$ cat config.mk
export PLATFORM = sky130hd
export DESIGN_NAME = ysyx_22050058_mul_ctrl_flat
export DESIGN_NICKNAME = d
export VERILOG_FILES = /design/src/rtl/ysyx_22050058_mul_ctrl_if.sv /design/src/rtl/ysyx_22050058_mul_ctrl.sv /design/src/flat_wrapper.sv
export SDC_FILE = /design/constraint.sdc
export NUM_CORES = 1
export LEC_CHECK = 0
export CAP_MARGIN = 20
export CORE_MARGIN = 8
export CORE_UTILIZATION = 51
export DETAILED_ROUTE_END_ITERATION = 12
export PLACE_DENSITY_LB_ADDON = 0.1
export SLEW_MARGIN = 10
export SYNTH_ARGS = -nofsm -noshare
export SYNTH_HDL_FRONTEND = slang
export SYNTH_SLANG_ARGS = --single-unit
$ cat constraint.sdc
create_clock -name clk -period 9.4 [get_ports clk]
set_clock_uncertainty 0.15 [all_clocks]
set_input_delay 2.35 -clock clk [delete_from_list [all_inputs] [get_ports clk]]
set_output_delay 2.35 -clock clk [all_outputs]
set_load 0.005 [all_outputs]
$ cat src/rtl/ysyx_22050058_mul_ctrl_if.sv
// Bundle between the EXU-side multiply requester and its environment:
// EXU request/response channel plus the Booth/CSA multiplier handshake.
interface ysyx_22050058_mul_ctrl_if #(
    parameter int DATA_W = 64,
    parameter int OP_W   = 3
);
    logic              req_valid_i;
    logic              req_ready_o;
    logic [OP_W-1:0]   op_i;
    logic              word_i;
    logic [DATA_W-1:0] src1_i;
    logic [DATA_W-1:0] src2_i;
    logic              flush_i;
    logic              resp_valid_o;
    logic              resp_ready_i;
    logic [DATA_W-1:0] resp_data_o;
    logic              busy_o;
    logic              mul_datavaild_o;
    logic [DATA_W-1:0] multiplicand_o;
    logic [DATA_W-1:0] multiplier_o;
    logic              mul_ready_o;
    logic              mul_mulvalid_i;
    logic [DATA_W-1:0] result_hi_i;
    logic [DATA_W-1:0] result_lo_i;

    modport slave (
        input  req_valid_i, op_i, word_i, src1_i, src2_i, flush_i, resp_ready_i,
               mul_mulvalid_i, result_hi_i, result_lo_i,
        output req_ready_o, resp_valid_o, resp_data_o, busy_o,
               mul_datavaild_o, multiplicand_o, multiplier_o, mul_ready_o
    );

    modport master (
        output req_valid_i, op_i, word_i, src1_i, src2_i, flush_i, resp_ready_i,
               mul_mulvalid_i, result_hi_i, result_lo_i,
        input  req_ready_o, resp_valid_o, resp_data_o, busy_o,
               mul_datavaild_o, multiplicand_o, multiplier_o, mul_ready_o
    );
endinterface

$ cat src/rtl/ysyx_22050058_mul_ctrl.sv
// RV64M multiply requester: issues one signed 64x64 request to the Booth/CSA
// multiplier, corrects the high half for unsigned forms and holds the result for EXU.
module ysyx_22050058_mul_ctrl #(
    parameter int DATA_W = 64,
    parameter int OP_W   = 3
) (
    input  logic                    clk,
    input  logic                    rst,
    ysyx_22050058_mul_ctrl_if.slave bus
);
    typedef enum logic [2:0] {
        S_IDLE  = 3'd0,
        S_ISSUE = 3'd1,
        S_WAIT  = 3'd2,
        S_DONE  = 3'd3,
        S_DRAIN = 3'd4
    } state_t;

    state_t                  r_state;
    state_t                  w_state_next;
    logic [OP_W-1:0]         r_op;
    logic                    r_word;
    logic [DATA_W-1:0]       r_resp_data;
    logic [1:0][DATA_W-1:0]  w_src;
    logic [1:0][DATA_W-1:0]  w_opnd;
    logic                    w_load;
    logic                    w_capture;
    logic                    w_word_eff;
    logic [DATA_W-1:0]       w_a;
    logic [DATA_W-1:0]       w_b;
    logic [DATA_W-1:0]       w_corr_a;
    logic [DATA_W-1:0]       w_corr_b;
    logic [DATA_W-1:0]       w_result;

    assign w_word_eff = bus.word_i && (bus.op_i == '0);
    assign w_src[0]   = bus.src1_i;
    assign w_src[1]   = bus.src2_i;
    assign w_a        = w_opnd[0];
    assign w_b        = w_opnd[1];

    // MULW operands are narrowed to sign-extended 32-bit values at latch time.
    genvar gi;
    generate
        for (gi = 0; gi < 2; gi++) begin : g_opnd
            logic [DATA_W-1:0] r_val;
            always_ff @(posedge clk) begin
                if (rst) begin
                    r_val <= '0;
                end else if (w_load) begin
                    r_val <= w_word_eff ? {{(DATA_W-32){w_src[gi][31]}}, w_src[gi][31:0]}
                                        : w_src[gi];
                end
            end
            assign w_opnd[gi] = r_val;
        end
    endgenerate

    // The multiplier is signed x signed; an operand with bit 63 set but meant
    // unsigned contributes an extra 2^64 * other operand to the product.
    assign w_corr_a = w_b[DATA_W-1] ? w_a : '0;
    assign w_corr_b = w_a[DATA_W-1] ? w_b : '0;

    always_comb begin
        w_result = bus.result_lo_i;
        case (r_op)
            OP_W'(1): w_result = bus.result_hi_i;
            OP_W'(2): w_result = bus.result_hi_i + w_corr_a;
            OP_W'(3): w_result = bus.result_hi_i + w_corr_a + w_corr_b;
            default: begin
                if (r_word) begin
                    w_result = {{(DATA_W-32){bus.result_lo_i[31]}}, bus.result_lo_i[31:0]};
                end
            end
        endcase
    end

    always_comb begin
        w_state_next        = r_state;
        w_load              = 1'b0;
        w_capture           = 1'b0;
        bus.req_ready_o     = 1'b0;
        bus.resp_valid_o    = 1'b0;
        bus.resp_data_o     = '0;
        bus.busy_o          = 1'b0;
        bus.mul_datavaild_o = 1'b0;
        bus.multiplicand_o  = '0;
        bus.multiplier_o    = '0;
        bus.mul_ready_o     = 1'b0;
        case (r_state)
            S_IDLE: begin
                if (bus.req_valid_i && !bus.flush_i) begin
                    w_load       = 1'b1;
                    w_state_next = S_ISSUE;
                end
            end
            S_ISSUE: w_state_next = bus.flush_i ? S_DRAIN : S_WAIT;
            S_WAIT: begin
                // On a simultaneous flush the result is left pending for DRAIN to acknowledge.
                if (bus.flush_i) begin
                    w_state_next = S_DRAIN;
                end else if (bus.mul_mulvalid_i) begin
                    w_capture    = 1'b1;
                    w_state_next = S_DONE;
                end
            end
            S_DONE: begin
                if (bus.resp_ready_i || bus.flush_i) begin
                    w_state_next = S_IDLE;
                end
            end
            S_DRAIN: begin
                if (bus.mul_mulvalid_i) begin
                    w_state_next = S_IDLE;
                end
            end
            default: w_state_next = S_IDLE;
        endcase
        if (!rst) begin
            bus.req_ready_o     = (r_state == S_IDLE);
            bus.busy_o          = (r_state != S_IDLE);
            bus.resp_valid_o    = (r_state == S_DONE);
            bus.mul_datavaild_o = (r_state == S_ISSUE);
            bus.mul_ready_o     = w_capture || ((r_state == S_DRAIN) && bus.mul_mulvalid_i);
            bus.resp_data_o     = r_resp_data;
            bus.multiplicand_o  = w_a;
            bus.multiplier_o    = w_b;
        end
    end

    always_ff @(posedge clk) begin
        if (rst) begin
            r_state     <= S_IDLE;
            r_op        <= '0;
            r_word      <= 1'b0;
            r_resp_data <= '0;
        end else begin
            r_state <= w_state_next;
            if (w_load) begin
                r_op   <= bus.op_i;
                r_word <= w_word_eff;
            end
            if (w_capture) begin
                r_resp_data <= w_result;
            end
        end
    end
endmodule
$ cat src/flat_wrapper.sv
// flat-port wrapper written by rule: the top's interface ports become plain ports
module ysyx_22050058_mul_ctrl_flat 
#(
    parameter int DATA_W = 64,
    parameter int OP_W   = 3
)
  (clk, rst, bus_req_valid_i, bus_op_i, bus_word_i, bus_src1_i, bus_src2_i, bus_flush_i, bus_resp_ready_i, bus_mul_mulvalid_i, bus_result_hi_i, bus_result_lo_i, bus_req_ready_o, bus_resp_valid_o, bus_resp_data_o, bus_busy_o, bus_mul_datavaild_o, bus_multiplicand_o, bus_multiplier_o, bus_mul_ready_o);
  ysyx_22050058_mul_ctrl_if #(.DATA_W(DATA_W), .OP_W(OP_W)) bus_i ();
  input  logic clk;
  input  logic rst;
  input wire logic [$bits(bus_i.req_valid_i)-1:0] bus_req_valid_i;
  input wire logic [$bits(bus_i.op_i)-1:0] bus_op_i;
  input wire logic [$bits(bus_i.word_i)-1:0] bus_word_i;
  input wire logic [$bits(bus_i.src1_i)-1:0] bus_src1_i;
  input wire logic [$bits(bus_i.src2_i)-1:0] bus_src2_i;
  input wire logic [$bits(bus_i.flush_i)-1:0] bus_flush_i;
  input wire logic [$bits(bus_i.resp_ready_i)-1:0] bus_resp_ready_i;
  input wire logic [$bits(bus_i.mul_mulvalid_i)-1:0] bus_mul_mulvalid_i;
  input wire logic [$bits(bus_i.result_hi_i)-1:0] bus_result_hi_i;
  input wire logic [$bits(bus_i.result_lo_i)-1:0] bus_result_lo_i;
  output wire logic [$bits(bus_i.req_ready_o)-1:0] bus_req_ready_o;
  output wire logic [$bits(bus_i.resp_valid_o)-1:0] bus_resp_valid_o;
  output wire logic [$bits(bus_i.resp_data_o)-1:0] bus_resp_data_o;
  output wire logic [$bits(bus_i.busy_o)-1:0] bus_busy_o;
  output wire logic [$bits(bus_i.mul_datavaild_o)-1:0] bus_mul_datavaild_o;
  output wire logic [$bits(bus_i.multiplicand_o)-1:0] bus_multiplicand_o;
  output wire logic [$bits(bus_i.multiplier_o)-1:0] bus_multiplier_o;
  output wire logic [$bits(bus_i.mul_ready_o)-1:0] bus_mul_ready_o;
  assign bus_i.req_valid_i = bus_req_valid_i;
  assign bus_i.op_i = bus_op_i;
  assign bus_i.word_i = bus_word_i;
  assign bus_i.src1_i = bus_src1_i;
  assign bus_i.src2_i = bus_src2_i;
  assign bus_i.flush_i = bus_flush_i;
  assign bus_i.resp_ready_i = bus_resp_ready_i;
  assign bus_i.mul_mulvalid_i = bus_mul_mulvalid_i;
  assign bus_i.result_hi_i = bus_result_hi_i;
  assign bus_i.result_lo_i = bus_result_lo_i;
  assign bus_req_ready_o = bus_i.req_ready_o;
  assign bus_resp_valid_o = bus_i.resp_valid_o;
  assign bus_resp_data_o = bus_i.resp_data_o;
  assign bus_busy_o = bus_i.busy_o;
  assign bus_mul_datavaild_o = bus_i.mul_datavaild_o;
  assign bus_multiplicand_o = bus_i.multiplicand_o;
  assign bus_multiplier_o = bus_i.multiplier_o;
  assign bus_mul_ready_o = bus_i.mul_ready_o;
  ysyx_22050058_mul_ctrl #(.DATA_W(DATA_W), .OP_W(OP_W)) u_core (.clk(clk), .rst(rst), .bus(bus_i));
endmodule
==> results of run 1 <==
## worst max-delay path, delay by kind of cell
family                   cells  cell delay (ps)
AO/OA/AOI/OAI                9             2540
XOR/XNOR                     1              160
adder cells (fa/ha/maj)      3             1020
buffers and inverters        4              880
AND/OR/NAND/NOR             10             1920
## final timing paths
| path | from | to | slack, ps |
|---|---|---|---|
| worst max register to register | u_core.g_opnd[1].r_val[63]$_SDFFE_PP0P_ | u_core.r_resp_data[53]$_SDFFE_PP0P_ | 2150 |
| worst min-delay path | u_core.g_opnd[0].r_val[24]$_SDFFE_PP0P_ | u_core.g_opnd[0].r_val[24]$_SDFFE_PP0P_ | 320 |
| worst min register to register | u_core.g_opnd[0].r_val[24]$_SDFFE_PP0P_ | u_core.g_opnd[0].r_val[24]$_SDFFE_PP0P_ | 320 |
| worst max-delay path | bus_result_hi_i[0] | u_core.r_resp_data[53]$_SDFFE_PP0P_ | 810 |
## layer usage
| layer | track usage, % | vias to the layer above | part of all wire (%) |
|---|---|---|---|
| li1 | - | 9992 | - |
| met1 | 45.5 | 10200 | 41 |
| met2 | 60.3 | 1142 | 46 |
| met5 | 0 | - | 0.033 |
| met3 | 6.88 | 220 | 8.6 |
| met4 | 17.0 | 4 | 4.3 |
## placed cells by master, fill, tap and decap left out, drive strengths merged, types with 19 or more instances in the layout
cell and instances:
clkdlybuf4s50 461, a21oi 346, nand2 285, nor2 237, nor2b 220, dfxtp 199, o21ai 199, and2 127
ha 126, a21o 77, xnor2 74, inv 57, buf 43, nand3 38, xor2 37, nor3 34
a211oi 31, mux2i 30, o2bb2ai 28, nand4 26, a31oi 25, o21bai 24, o21a 23, o211ai 21
nand2b 19, clkbuf 19
## final cells by class
type	instances	area, um^2	share of cell area (%)
antenna	1	2.50	0.0104
clock buffer	18	429	1.78
clock inverter	14	139	0.576
inverter	52	195	0.810
multi-input combinational	2214	13800	57.2
sequential	199	3990	16.6
tap	468	586	2.43
timing repair buffer	505	4960	20.6
## flip-flops by register name, indices dropped and copies added, names as in the netlist
register	count
u_core.r_resp_data	64
u_core.r_op	3
u_core.r_word	1
u_core.r_state	3
u_core.g_opnd.r_val	128
## Yosys cell counts, types with 51 or more instances
library cell | instances | share of area, %
and2_1 | 125 | 4.2
nand2_1 | 284 | 5.7
ha_1 | 126 | 8.5
nor2_1 | 236 | 4.8
dfxtp_1 | 199 | 21
a21o_1 | 77 | 3.1
clkbuf_1 | 152 | 3.1
xnor2_1 | 74 | 3.5
a21oi_1 | 346 | 9.3
nor2b_1 | 220 | 7.4
o21ai_0 | 191 | 5.1
inv_1 | 51 | 1.0
## cell families after synthesis
logic type / Yosys count / share of synthesized area, %
AND/OR/NAND/NOR: 1054 / 28.5
AO/OA/AOI/OAI: 883 / 29.3
buffers and inverters: 218 / 4.43
flip-flops: 199 / 21.5
adder cells (fa/ha/maj): 128 / 8.70
XOR/XNOR: 116 / 5.86
multiplexers: 33 / 1.82
## stage by stage
stage,util [%],setup slack [ps]
2_1_floorplan,-,1820
3_3_place_gp,64.9,530
3_5_place_dp,64.9,456
4_1_cts,66.4,899
5_1_grt,66.4,402
6_report,66.4,807
## where the power goes
group	leakage, nW	switching [mW]	internal (mW)	total [mW]
clock network	0.276	0.398	0.373	0.771
registers	1.62	0.0494	0.894	0.944
logic	7.99	0.457	0.353	0.810
total	9.89	0.904	1.62	2.52
==> results.cfg, run 1 <==
[worst_setup_path]
critPathArrivalTime_ps = 8870
path_max_fanout = 6
crit_type = in2reg
crit_path_end_kind = flop
slowest_delay_ps = 540
slowest_stage = o41a_1
worst_ep_required_time_ps = 9680
cp-start-kind = input port
r2r_cells = 25

[drt]
drtAntennaViolNets = 0
num_vias = 21600
dr.pass1.iters = 6
avgRoutedWirePerCell_um = 23.5
drc = 0
viasPerCell = 6.22
routed_wl_um = 81600
first_iter_violations = 1926

[power]
leakagePower_nw = 9.89
p_per_area_nw_per_um2 = 105
ir_drop_v = 0.000133
finalPower_mw = 2.52

[logic_synthesis]
yosysWarnings = 0
async_flop_share_pct = 0
ys_ff_latch = 199
synth_flop_cell = dfxtp_1
synth_cell_types = 98
syn_area_per_cell_um2 = 7.06
netlist_area_um2 = 18600
ys_seq_area_share_pct = 21.5
synthCells = 2631
synth_edf_count = 0
synth_nets = 3025

[global_routing]
grt_pass1_vias = 21100
grtUsageTotal_pct = 36.5
grt_max_degree = 120
grt_overflow = 0
grt_pass1_wl_um = 122000
antenna_found_initial = 2

[clocking]
clock_sinks = 199
insertion_delay_ps = 490
cts_made_buffers = 17
cts_resized = 0
hold_buffers = 0
postCtsSetupRepairBufs = 0
clockBufferDepth = 2
cts_tree = done
cts-root-buf = clkbuf_16
htreeDepth = 4
clkTransAtPathRegs_ps = 80

[layout]
fin_cells = 3471
nNetsFinal = 3383
design_area_um2 = 24100
fill_cells = 3096
drive_gt1_share_pct = 3.90
area_growth_pct = 29.7

[timing]
rsz0062_at_grt = false
finalSetupTns_ps = 0
fin_hold_ws_ps = 319
min_period_ps = 8590
drv_slew = 0
hold_viol = 0
setup_viol = 0
timing_worst_slew_pin_value_ps = 1120
fin_crit_sh_pct = 91.4
slew_headroom_pct = 25.1
fmax_ghz = 0.116

[placement]
place_inst = 3438
placed_cell_area_um2 = 23500
dpl.hpwl_um = 63000
gp_congestion = 1.03
portBuffers = 462

[floorplan]
ios = 463
die-height_um = 207
placementRows = 70
die_area_um2 = 42800
core_um2 = 36300
die_w_um = 207
initial_core_util_pct = 51.2

[min_path]
min_path_cells = 2
hold_path_class = reg2reg

[run]
cap_violations = 0

[status]
status = finished clean
Power figures use the tool's default switching activity.
==> run 2: changes to the inputs <==
CORE_MARGIN = 2   (was 8)
SLEW_MARGIN = not set   (was 10)
==> results.cfg, run 2 (synthesis results as in run 1) <==
[clocking]
clock_sinks = 199
clockBufferDepth = 2
cts_made_buffers = 17
clkTransAtPathRegs_ps = 80
htreeDepth = 4
insertion_delay_ps = 490
cts_tree = done
hold_buffers = 0
cts_resized = 0
postCtsSetupRepairBufs = 0
cts-root-buf = clkbuf_16

[drt]
drc = 0
dr.pass1.iters = 7
num_vias = 21400
viasPerCell = 6.18
first_iter_violations = 2135
drtAntennaViolNets = 0
routed_wl_um = 74800
avgRoutedWirePerCell_um = 21.7

[worst_setup_path]
critPathArrivalTime_ps = 8980
path_max_fanout = 7
crit_path_end_kind = flop
crit_type = in2reg
cp_cell_sequence = clkdlybuf4s50_1 > ha_1 > a21o_1 > a21oi_1 > nand2_1 > a211oi_1 > o21ai_0 > nand2b_1 > o21ai_0 > xnor2_1 > ha_1 > nand4_1 > or2_0 > a2111oi_0 > buf_4 > nor3_1 > o22ai_1 > a21o_1 > nand4b_4 > o41a_1 > a2111oi_4 > nor3b_2 > or4_1 > nand3_1
cp-start-kind = input port
cp_num_buf_inv = 2
cp_top_family = compound AO/OA/AOI/OAI gates
slowest_stage = o41a_1
slowest_delay_ps = 540
worst_ep_required_time_ps = 9680

[global_routing]
grt_pass1_vias = 20500
grt_pass1_wl_um = 115000
antenna_found_initial = 4
grtUsageTotal_pct = 38.2
grt_overflow = 0
grt_max_degree = 121

[placement]
gp_congestion = 1.07
portBuffers = 462
dpl.hpwl_um = 56600
placed_cell_area_um2 = 23500

[floorplan]
placementRows = 69
initial_core_util_pct = 52.0
ios = 463
core_um2 = 35700
die_w_um = 195
die_area_um2 = 38000
die-height_um = 195

[power]
p_per_area_nw_per_um2 = 106
finalPower_mw = 2.55
leakagePower_nw = 9.87
ir_drop_v = 0.000137

[timing]
drv_slew = 0
timing_worst_slew_pin_value_ps = 933
fmax_ghz = 0.115
fin_hold_ws_ps = 317
fin_crit_sh_pct = 92.6
slew_headroom_pct = 37.8
min_period_ps = 8700
hold_viol = 0
setup_viol = 0
finalSetupTns_ps = 0
rsz0062_at_grt = false

[layout]
largest_register_ffs = 128
area_growth_pct = 29.7
drive_gt1_share_pct = 3.64
fin_util_pct = 67.4
max_flop_register = u_core.g_opnd.r_val
design_area_um2 = 24100
layout_common_cells = clkdlybuf4s50_1, a21oi_1, nand2_1
fill_cells = 3127
layout_commonest_cell = clkdlybuf4s50_1
top_regs = u_core.g_opnd.r_val: 128 flops, u_core.r_resp_data: 64 flops
nNetsFinal = 3374

[status]
status = finished clean

[run]
cap_violations = 0

[min_path]
hold_path_class = reg2reg
==> run 2: layout make-up <==
class	instances	area, um^2	share of cell area, %
well taps	461	577	2.40
inverters	52	195	0.811
repair buffers	496	4920	20.4
flip-flops and latches	199	3990	16.6
clock buffers	19	453	1.88
diodes	1	2.50	0.0104
clock inverters	13	159	0.660
multi-input cells	2214	13800	57.3
==> run 2: power breakdown <==
group          internal [mW]  switching [mW]  total (mW)  leakage, nW
Combinational          0.352           0.441       0.792         7.96
Sequential             0.894          0.0522       0.946         1.62
Clock                  0.414           0.392       0.807        0.288
Total                   1.66           0.885        2.55         9.87
==> run 2: path summary, 6_finish.rpt <==
path                                        endpoint  cells past startpoint  slack, ps                               startpoint
min          u_core.g_opnd[1].r_val[18]$_SDFFE_PP0P_                      2        320  u_core.g_opnd[1].r_val[18]$_SDFFE_PP0P_
min reg2reg  u_core.g_opnd[1].r_val[18]$_SDFFE_PP0P_                      2        320  u_core.g_opnd[1].r_val[18]$_SDFFE_PP0P_
max              u_core.r_resp_data[53]$_SDFFE_PP0P_                     24        700                       bus_result_hi_i[3]
max reg2reg      u_core.r_resp_data[53]$_SDFFE_PP0P_                     24       1990  u_core.g_opnd[1].r_val[63]$_SDFFE_PP0P_
==> run 2: routing by layer <==
metal | vias up | GRT usage, % | wire, um
met3 | 201 | 7.55 | 6710
met2 | 1102 | 61.9 | 33400
met4 | 6 | 17.5 | 3290
met5 | - | 0 | 32
met1 | 10100 | 49.0 | 31400
li1 | 9981 | - | -
==> run 2: worst min-delay path: stages, from the launching register on <==
cell,delay (ps)
dfxtp_1,320
nand2_1,50
a21oi_1,50
==> run 2: through the flow <==
step	cells	worst slack [ps]
2_1_floorplan	2631	1820
3_3_place_gp	3421	533
3_5_place_dp	3422	391
4_1_cts	3454	802
5_1_grt	3455	199
6_report	3455	697
